--- src/rtl/measure_counter_update_pkg.sv ---
`default_nettype none
// +----------------------------------------------------------------------------+
// | Module   : measure_counter_update_pkg                                      |
// | Purpose  : Shared definitions for the measurement RAM write side and the   |
// |            cut/report block: FSM states, bank encodings, width defaults.   |
// | Ports    : none (package)                                                  |
// | Revision : 1.0 - initial release                                           |
// +----------------------------------------------------------------------------+
package measure_counter_update_pkg;

  localparam int C_ID_WIDTH_DEF      = 12;
  localparam int C_COUNTER_WIDTH_DEF = 20;

  typedef enum logic [1:0] {
    S_IDLE = 2'd0,
    S_RD   = 2'd1,
    S_WAIT = 2'd2,
    S_WR   = 2'd3
  } state_t;

  typedef enum logic {
    BANK1 = 1'b0,
    BANK2 = 1'b1
  } bank_t;

  function automatic bank_t other_bank(input bank_t b);
    return (b == BANK1) ? BANK2 : BANK1;
  endfunction

endpackage
`default_nettype wire

--- src/rtl/measure_epoch_timer.sv ---
`default_nettype none
// +----------------------------------------------------------------------------+
// | Module   : measure_epoch_timer                                             |
// | Purpose  : Free-running epoch counter 0..EPOCH_CYCLES-1 with a one-cycle   |
// |            terminal-count flag while the count sits at its last value.     |
// | Ports    : clk, rst (sync, active-high), tc (terminal count, comb.)        |
// | Revision : 1.0 - initial release                                           |
// +----------------------------------------------------------------------------+
module measure_epoch_timer #(
  parameter int EPOCH_CYCLES = 1000000
) (
  input  logic clk,
  input  logic rst,
  output logic tc
);

  localparam int CW = $clog2(EPOCH_CYCLES);

  logic [CW-1:0] r_count;

  assign tc = (r_count == CW'(EPOCH_CYCLES - 1));

  always_ff @(posedge clk) begin
    if (rst) begin
      r_count <= '0;
    end else if (tc) begin
      r_count <= '0;
    end else begin
      r_count <= r_count + CW'(1);
    end
  end

endmodule
`default_nettype wire

--- src/rtl/measure_counter_update.sv ---
`default_nettype none
// +----------------------------------------------------------------------------+
// | Module   : measure_counter_update                                          |
// | Purpose  : Write side of the ping-pong measurement RAMs. Each accepted     |
// |            (id, length) event does a read-modify-write on port A of the    |
// |            active bank, adding length (or 1) with saturation. At each      |
// |            epoch boundary the banks swap and the drained bank is flagged   |
// |            readable for the cut/report block.                              |
// | Ports    : clk, rst            clock, sync active-high reset               |
// |            in_valid/in_id/in_length, out_in_ready   event handshake        |
// |            out_ram_{en,wen,addr,din}{1,2}a, in_ram_dout{1,2}a  RAM port A  |
// |            out_ready_read_{1,2}  bank frozen for readout (level)           |
// |            out_drop_cnt          events dropped for out-of-range id        |
// | Revision : 1.0 - initial release                                           |
// +----------------------------------------------------------------------------+
module measure_counter_update
  import measure_counter_update_pkg::*;
#(
  parameter int C_LENGTH_WIDTH  = 16,
  parameter int C_ID_WIDTH      = C_ID_WIDTH_DEF,
  parameter int C_COUNTER_WIDTH = C_COUNTER_WIDTH_DEF,
  parameter int ID_NUMBER       = 8,
  parameter int C_MODE          = 1,
  parameter int EPOCH_CYCLES    = 1000000,
  parameter int RAM_LATENCY     = 2
) (
  input  logic                       clk,
  input  logic                       rst,
  input  logic                       in_valid,
  input  logic [C_ID_WIDTH-1:0]      in_id,
  input  logic [C_LENGTH_WIDTH-1:0]  in_length,
  output logic                       out_in_ready,
  output logic                       out_ram_en1a,
  output logic                       out_ram_wen1a,
  output logic [C_ID_WIDTH-1:0]      out_ram_addr1a,
  output logic [C_COUNTER_WIDTH-1:0] out_ram_din1a,
  input  logic [C_COUNTER_WIDTH-1:0] in_ram_dout1a,
  output logic                       out_ram_en2a,
  output logic                       out_ram_wen2a,
  output logic [C_ID_WIDTH-1:0]      out_ram_addr2a,
  output logic [C_COUNTER_WIDTH-1:0] out_ram_din2a,
  input  logic [C_COUNTER_WIDTH-1:0] in_ram_dout2a,
  output logic                       out_ready_read_1,
  output logic                       out_ready_read_2,
  output logic [15:0]                out_drop_cnt
);

  // One extra bit over the wider operand so the sum can never wrap before
  // the saturation compare.
  localparam int SUM_W  = ((C_COUNTER_WIDTH > C_LENGTH_WIDTH) ? C_COUNTER_WIDTH : C_LENGTH_WIDTH) + 1;
  localparam int WAIT_W = (RAM_LATENCY > 1) ? $clog2(RAM_LATENCY) : 1;

  localparam logic [C_COUNTER_WIDTH-1:0] C_COUNT_MAX = '1;
  localparam logic [WAIT_W-1:0]          C_WAIT_LAST = WAIT_W'(RAM_LATENCY - 1);

  state_t                     r_state, w_state_next;
  bank_t                      r_bank, w_bank_next;
  logic                       r_pending, w_pending_next;
  logic [WAIT_W-1:0]          r_wait_cnt, w_wait_cnt_next;
  logic [SUM_W-1:0]           r_inc, w_inc_next;
  logic                       r_en, w_en_next;
  logic                       r_wen, w_wen_next;
  logic [C_ID_WIDTH-1:0]      r_addr, w_addr_next;
  logic [C_COUNTER_WIDTH-1:0] r_din, w_din_next;
  logic [15:0]                r_drop_cnt, w_drop_cnt_next;

  logic                       w_tc;
  logic                       w_id_ok;
  logic [C_COUNTER_WIDTH-1:0] w_dout;
  logic [SUM_W-1:0]           w_sum;
  logic [C_COUNTER_WIDTH-1:0] w_sat;

  measure_epoch_timer #(
    .EPOCH_CYCLES (EPOCH_CYCLES)
  ) u_epoch_timer (
    .clk (clk),
    .rst (rst),
    .tc  (w_tc)
  );

  assign w_id_ok = (int'(in_id) < ID_NUMBER);

  // The bank cannot change while an RMW is in flight, so the active-bank
  // select also picks the read data of the operation in progress.
  assign w_dout = (r_bank == BANK1) ? in_ram_dout1a : in_ram_dout2a;
  assign w_sum  = SUM_W'(w_dout) + r_inc;
  assign w_sat  = (w_sum > SUM_W'(C_COUNT_MAX)) ? C_COUNT_MAX : w_sum[C_COUNTER_WIDTH-1:0];

  always_comb begin
    w_state_next    = r_state;
    w_bank_next     = r_bank;
    // A new epoch boundary always requests a swap, even on the cycle that
    // services the previous request.
    w_pending_next  = r_pending | w_tc;
    w_wait_cnt_next = r_wait_cnt;
    w_inc_next      = r_inc;
    w_en_next       = r_en;
    w_wen_next      = r_wen;
    w_addr_next     = r_addr;
    w_din_next      = r_din;
    w_drop_cnt_next = r_drop_cnt;

    case (r_state)
      S_IDLE: begin
        if (r_pending) begin
          w_bank_next    = other_bank(r_bank);
          w_pending_next = w_tc;
        end else if (in_valid) begin
          if (w_id_ok) begin
            w_state_next = S_RD;
            w_en_next    = 1'b1;
            w_addr_next  = in_id;
            w_inc_next   = (C_MODE == 0) ? SUM_W'(1) : SUM_W'(in_length);
          end else begin
            w_drop_cnt_next = r_drop_cnt + 16'd1;
          end
        end
      end
      S_RD: begin
        w_state_next    = S_WAIT;
        w_wait_cnt_next = '0;
      end
      S_WAIT: begin
        if (r_wait_cnt == C_WAIT_LAST) begin
          // Read data is valid on the last wait cycle; the saturated sum
          // is registered straight into the write data.
          w_state_next = S_WR;
          w_wen_next   = 1'b1;
          w_din_next   = w_sat;
        end else begin
          w_wait_cnt_next = r_wait_cnt + WAIT_W'(1);
        end
      end
      S_WR: begin
        w_state_next = S_IDLE;
        w_en_next    = 1'b0;
        w_wen_next   = 1'b0;
        w_addr_next  = '0;
        w_din_next   = '0;
      end
      default: begin
        w_state_next = S_IDLE;
      end
    endcase
  end

  always_ff @(posedge clk) begin
    if (rst) begin
      r_state    <= S_IDLE;
      r_bank     <= BANK1;
      r_pending  <= 1'b0;
      r_wait_cnt <= '0;
      r_inc      <= '0;
      r_en       <= 1'b0;
      r_wen      <= 1'b0;
      r_addr     <= '0;
      r_din      <= '0;
      r_drop_cnt <= '0;
    end else begin
      r_state    <= w_state_next;
      r_bank     <= w_bank_next;
      r_pending  <= w_pending_next;
      r_wait_cnt <= w_wait_cnt_next;
      r_inc      <= w_inc_next;
      r_en       <= w_en_next;
      r_wen      <= w_wen_next;
      r_addr     <= w_addr_next;
      r_din      <= w_din_next;
      r_drop_cnt <= w_drop_cnt_next;
    end
  end

  assign out_in_ready = (r_state == S_IDLE) && !r_pending;

  // Only the active bank sees port A activity; the other bank's port A is
  // held at zero while the cut block owns it.
  assign out_ram_en1a   = (r_bank == BANK1) && r_en;
  assign out_ram_wen1a  = (r_bank == BANK1) && r_wen;
  assign out_ram_addr1a = (r_bank == BANK1) ? r_addr : '0;
  assign out_ram_din1a  = (r_bank == BANK1) ? r_din  : '0;
  assign out_ram_en2a   = (r_bank == BANK2) && r_en;
  assign out_ram_wen2a  = (r_bank == BANK2) && r_wen;
  assign out_ram_addr2a = (r_bank == BANK2) ? r_addr : '0;
  assign out_ram_din2a  = (r_bank == BANK2) ? r_din  : '0;

  // The frozen bank is always the inactive one, so the two flags are
  // complementary by construction.
  assign out_ready_read_1 = (r_bank == BANK2);
  assign out_ready_read_2 = (r_bank == BANK1);

  assign out_drop_cnt = r_drop_cnt;

endmodule
`default_nettype wire

--- config.mk ---
export PLATFORM = sky130hd
export DESIGN_NAME = measure_counter_update
export DESIGN_NICKNAME = d
export VERILOG_FILES = /design/src/rtl/measure_counter_update_pkg.sv /design/src/rtl/measure_epoch_timer.sv /design/src/rtl/measure_counter_update.sv
export SDC_FILE = /design/constraint.sdc
export NUM_CORES = 1
export LEC_CHECK = 0
export CAP_MARGIN = 15
export CORE_MARGIN = 3
export CORE_UTILIZATION = 43
export DETAILED_ROUTE_END_ITERATION = 10
export PLACE_DENSITY_LB_ADDON = 0.08
export SLEW_MARGIN = 20
export SYNTH_ARGS = -nofsm -noshare
export SYNTH_HDL_FRONTEND = slang
export SYNTH_SLANG_ARGS = --single-unit
--- constraint.sdc ---
create_clock -name clk -period 3.1 [get_ports clk]
set_input_delay 0.465 -clock clk [delete_from_list [all_inputs] [get_ports clk]]
set_output_delay 0.465 -clock clk [all_outputs]
set_load 0.1 [all_outputs]
==> impl_metrics.json <==
{
  "outcome": "complete, no violations",
  "initial_core_util": 0.447,
  "power_leakage_nw": 2.98,
  "antenna_left": 0,
  "path_buf_inv": 2,
  "num_vias": 4811,
  "clk_latency_ns": 0.34,
  "hold_viol": 0,
  "die_x_um": 116,
  "worst_pin_slew_ns": 0.740,
  "synth_top_family_by_area": "simple AND/OR/NAND/NOR gates",
  "antenna_found_initial": 0,
  "clock_sinks": 91,
  "dp_hpwl_um": 10300,
  "finalNonFillerCells": 945,
  "worstSetupEndpointType": "flip-flop",
  "layout_commonest_cell": "buf_4",
  "yosysWarningCount": 0,
  "synth_compound_area_frac": 0.137,
  "period_minus_slack_ns": 2.86,
  "synth-edff-count": 0,
  "skew_ns": 0.00702,
  "routed_via_density": 5.09,
  "dp.cells": 928,
  "power_density_nw_per_um2": 370,
  "cts_tree": "done",
  "rsz0062_at_grt": "false",
  "crit_type": "reg -> reg",
  "nets": 891,
  "ir_drop_mv": 0.293,
  "core_um2": 11700,
  "path_max_fanout": 27,
  "ys_ff_latch": 91,
  "rows": 39,
  "final.setup.tns_ns": 0,
  "crit_path_start_kind": "flip-flop",
  "hold_class": "reg -> reg",
  "io_pins": 158,
  "grt_max_degree": 53,
  "dieArea_um2": 13500,
  "grt_pass1_wl_um": 21300,
  "synth-seq-area-share": 0.349,
  "clk_pin_slew_worst_paths_ns": 0.07,
  "root_buffer": "clkbuf_16",
  "postSynthAreaPerCell_um2": 8.22,
  "critPathTopFamily": "compound AO/OA/AOI/OAI gates",
  "syn-num-nets": 729,
  "synthFlopType": "dfxtp_1",
  "die_h_um": 116,
  "ctsHtreeMaxLevel": 3,
  "syn_inst": 635,
  "synth_cell_type_count": 61,
  "io_buffers": 157,
  "synthXorXnorAreaFrac": 0.0755,
  "final_cell_mix": "107 x buf_4, 90 x dfxtp_1, 75 x nand2_1, 69 x clkdlybuf4s50_1, 68 x nor2_1",
  "setup_viol": 0,
  "firstDrtPassIters": 4,
  "antenna_cells": 0,
  "max_stage_delay_ns": 0.58,
  "drc": 0,
  "synthArstFlopShare": 0,
  "maxSlewHeadroom": 0.504,
  "maxCapViolCount": 0,
  "wl_per_cell_um": 14.0,
  "grt_usage": 0.196,
  "cts_buffers": 9,
  "synth-simple-area-share": 0.289,
  "crit_required_ns": 3.32,
  "yosys.area_share.adder": 0.0566,
  "drt-total-wl_um": 13200,
  "drv_slew": 0,
  "layout-drive-gt1-share": 0.202,
  "first_global_vias": 4516,
  "postCtsHoldBufs": 0,
  "netlist_area_um2": 5220,
  "syn_to_final_growth_pct": 35.7,
  "crit_arrival_ns": 3.08,
  "fin_crit_sh": 0.921,
  "max-clock-path-buffers": 2,
  "fillers": 1066,
  "fmax_ghz": 0.350,
  "gp_congestion": 0.862,
  "worstPathCellList": "mux2_2 -> ha_1 -> inv_1 -> fa_1 -> nand2b_1 -> a21o_1 -> a31oi_1 -> buf_4 -> o2111a_1 -> a211oi_1 -> o21ai_0",
  "grt_overflow": 0,
  "muxShareOfSynthArea": 0.0583,
  "cp_slowest_cell": "dfxtp_4",
  "initialDrtViolationCount": 184
}
stage by stage:
stage / area [um2] / util / worst slack, ns / power [mW] / hold WS [ns]
floorplan: 5220 / - / 0.00262 / 1.46 / 0.413
global placement: 6780 / 0.581 / 0.0920 / 1.61 / 0.421
detailed placement: 6780 / 0.581 / 0.0667 / 1.62 / 0.436
CTS: 7050 / 0.605 / 0.105 / 2.65 / 0.448
global route: 7080 / 0.607 / 0.0481 / 2.73 / 0.466
finish: 7080 / 0.607 / 0.244 / 2.62 / 0.443
area by class of cell:
| cell class | count | area, um2 | share of cell area |
|---|---|---|---|
| clock inverters | 7 | 51.3 | 0.00725 |
| flip-flops and latches | 91 | 1830 | 0.258 |
| clock buffers | 9 | 225 | 0.0318 |
| repair buffers | 178 | 1510 | 0.214 |
| inverters | 14 | 52.6 | 0.00742 |
| multi-input cells | 503 | 3230 | 0.457 |
| well taps | 143 | 179 | 0.0253 |
cells in the mapped netlist (6+ instances only):
| cell type | instances | area [um2] |
|---|---|---|
| o21ai_1 | 9 | 45.0 |
| nor3_1 | 6 | 30.0 |
| mux2i_1 | 9 | 90.1 |
| o21ai_0 | 20 | 100 |
| nand3_1 | 16 | 80.1 |
| dfxtp_1 | 91 | 1820 |
| nor2_1 | 68 | 255 |
| inv_1 | 14 | 52.6 |
| xnor2_1 | 25 | 219 |
| xor2_1 | 20 | 175 |
| a21oi_1 | 42 | 210 |
| clkbuf_1 | 20 | 75.1 |
| a21o_1 | 7 | 52.6 |
| a211oi_1 | 6 | 45.0 |
| nand2_1 | 75 | 282 |
| nand4_1 | 7 | 43.8 |
| ha_1 | 22 | 275 |
| nand2b_1 | 6 | 37.5 |
| nor2b_1 | 36 | 225 |
| and3_1 | 6 | 37.5 |
| and2_1 | 48 | 300 |
| mux2_2 | 19 | 214 |
cell families after synthesis:
family | after synthesis
buffers and inverters | 41
multiplexers | 28
AND/OR/NAND/NOR | 294
flip-flops | 91
AO/OA/AOI/OAI | 113
adder cells (fa/ha/maj) | 23
XOR/XNOR | 45
registers in the layout, indices dropped and copies added (netlist names):
signal and cells:
r_state 2, r_din 20, r_wen 1, r_wait_cnt 1, u_epoch_timer.r_count 20, r_en 1
r_inc 16, out_ready_read_1 1, r_addr 12, r_pending 1, out_drop_cnt 16
final timing paths:
kind | from | endpoint | slack [ns] | cells past startpoint
worst min-delay path | u_epoch_timer.r_count[0]$_SDFF_PP0_ | u_epoch_timer.r_count[0]$_SDFF_PP0_ | 0.44 | 1
worst max-delay path | out_ready_read_1$_SDFFE_PP0P_ | r_din[14]$_SDFFE_PP0P_ | 0.24 | 11
worst min register to register | u_epoch_timer.r_count[0]$_SDFF_PP0_ | u_epoch_timer.r_count[0]$_SDFF_PP0_ | 0.44 | 1
worst max register to register | out_ready_read_1$_SDFFE_PP0P_ | r_din[14]$_SDFFE_PP0P_ | 0.24 | 11
where the power goes:
part / internal [mW] / switching [mW]
clock: 0.548 / 0.484
sequential: 1.18 / 0.0167
combinational: 0.170 / 0.221
metal layers:
layer | up-vias | part of all wire | track usage
li1 | 2480 | - | -
met1 | 2185 | 0.44 | 0.244
met2 | 127 | 0.50 | 0.343
met3 | 19 | 0.050 | 0.0373
met4 | 0 | 0.013 | 0.0626
met5 | - | 0 | 0
what timing repair did:
action                                  CTS  global route
gates resized for setup                   0             1
buffers inserted                          0             1
endpoints found under the setup margin    0            14
Power figures use the tool's default switching activity.
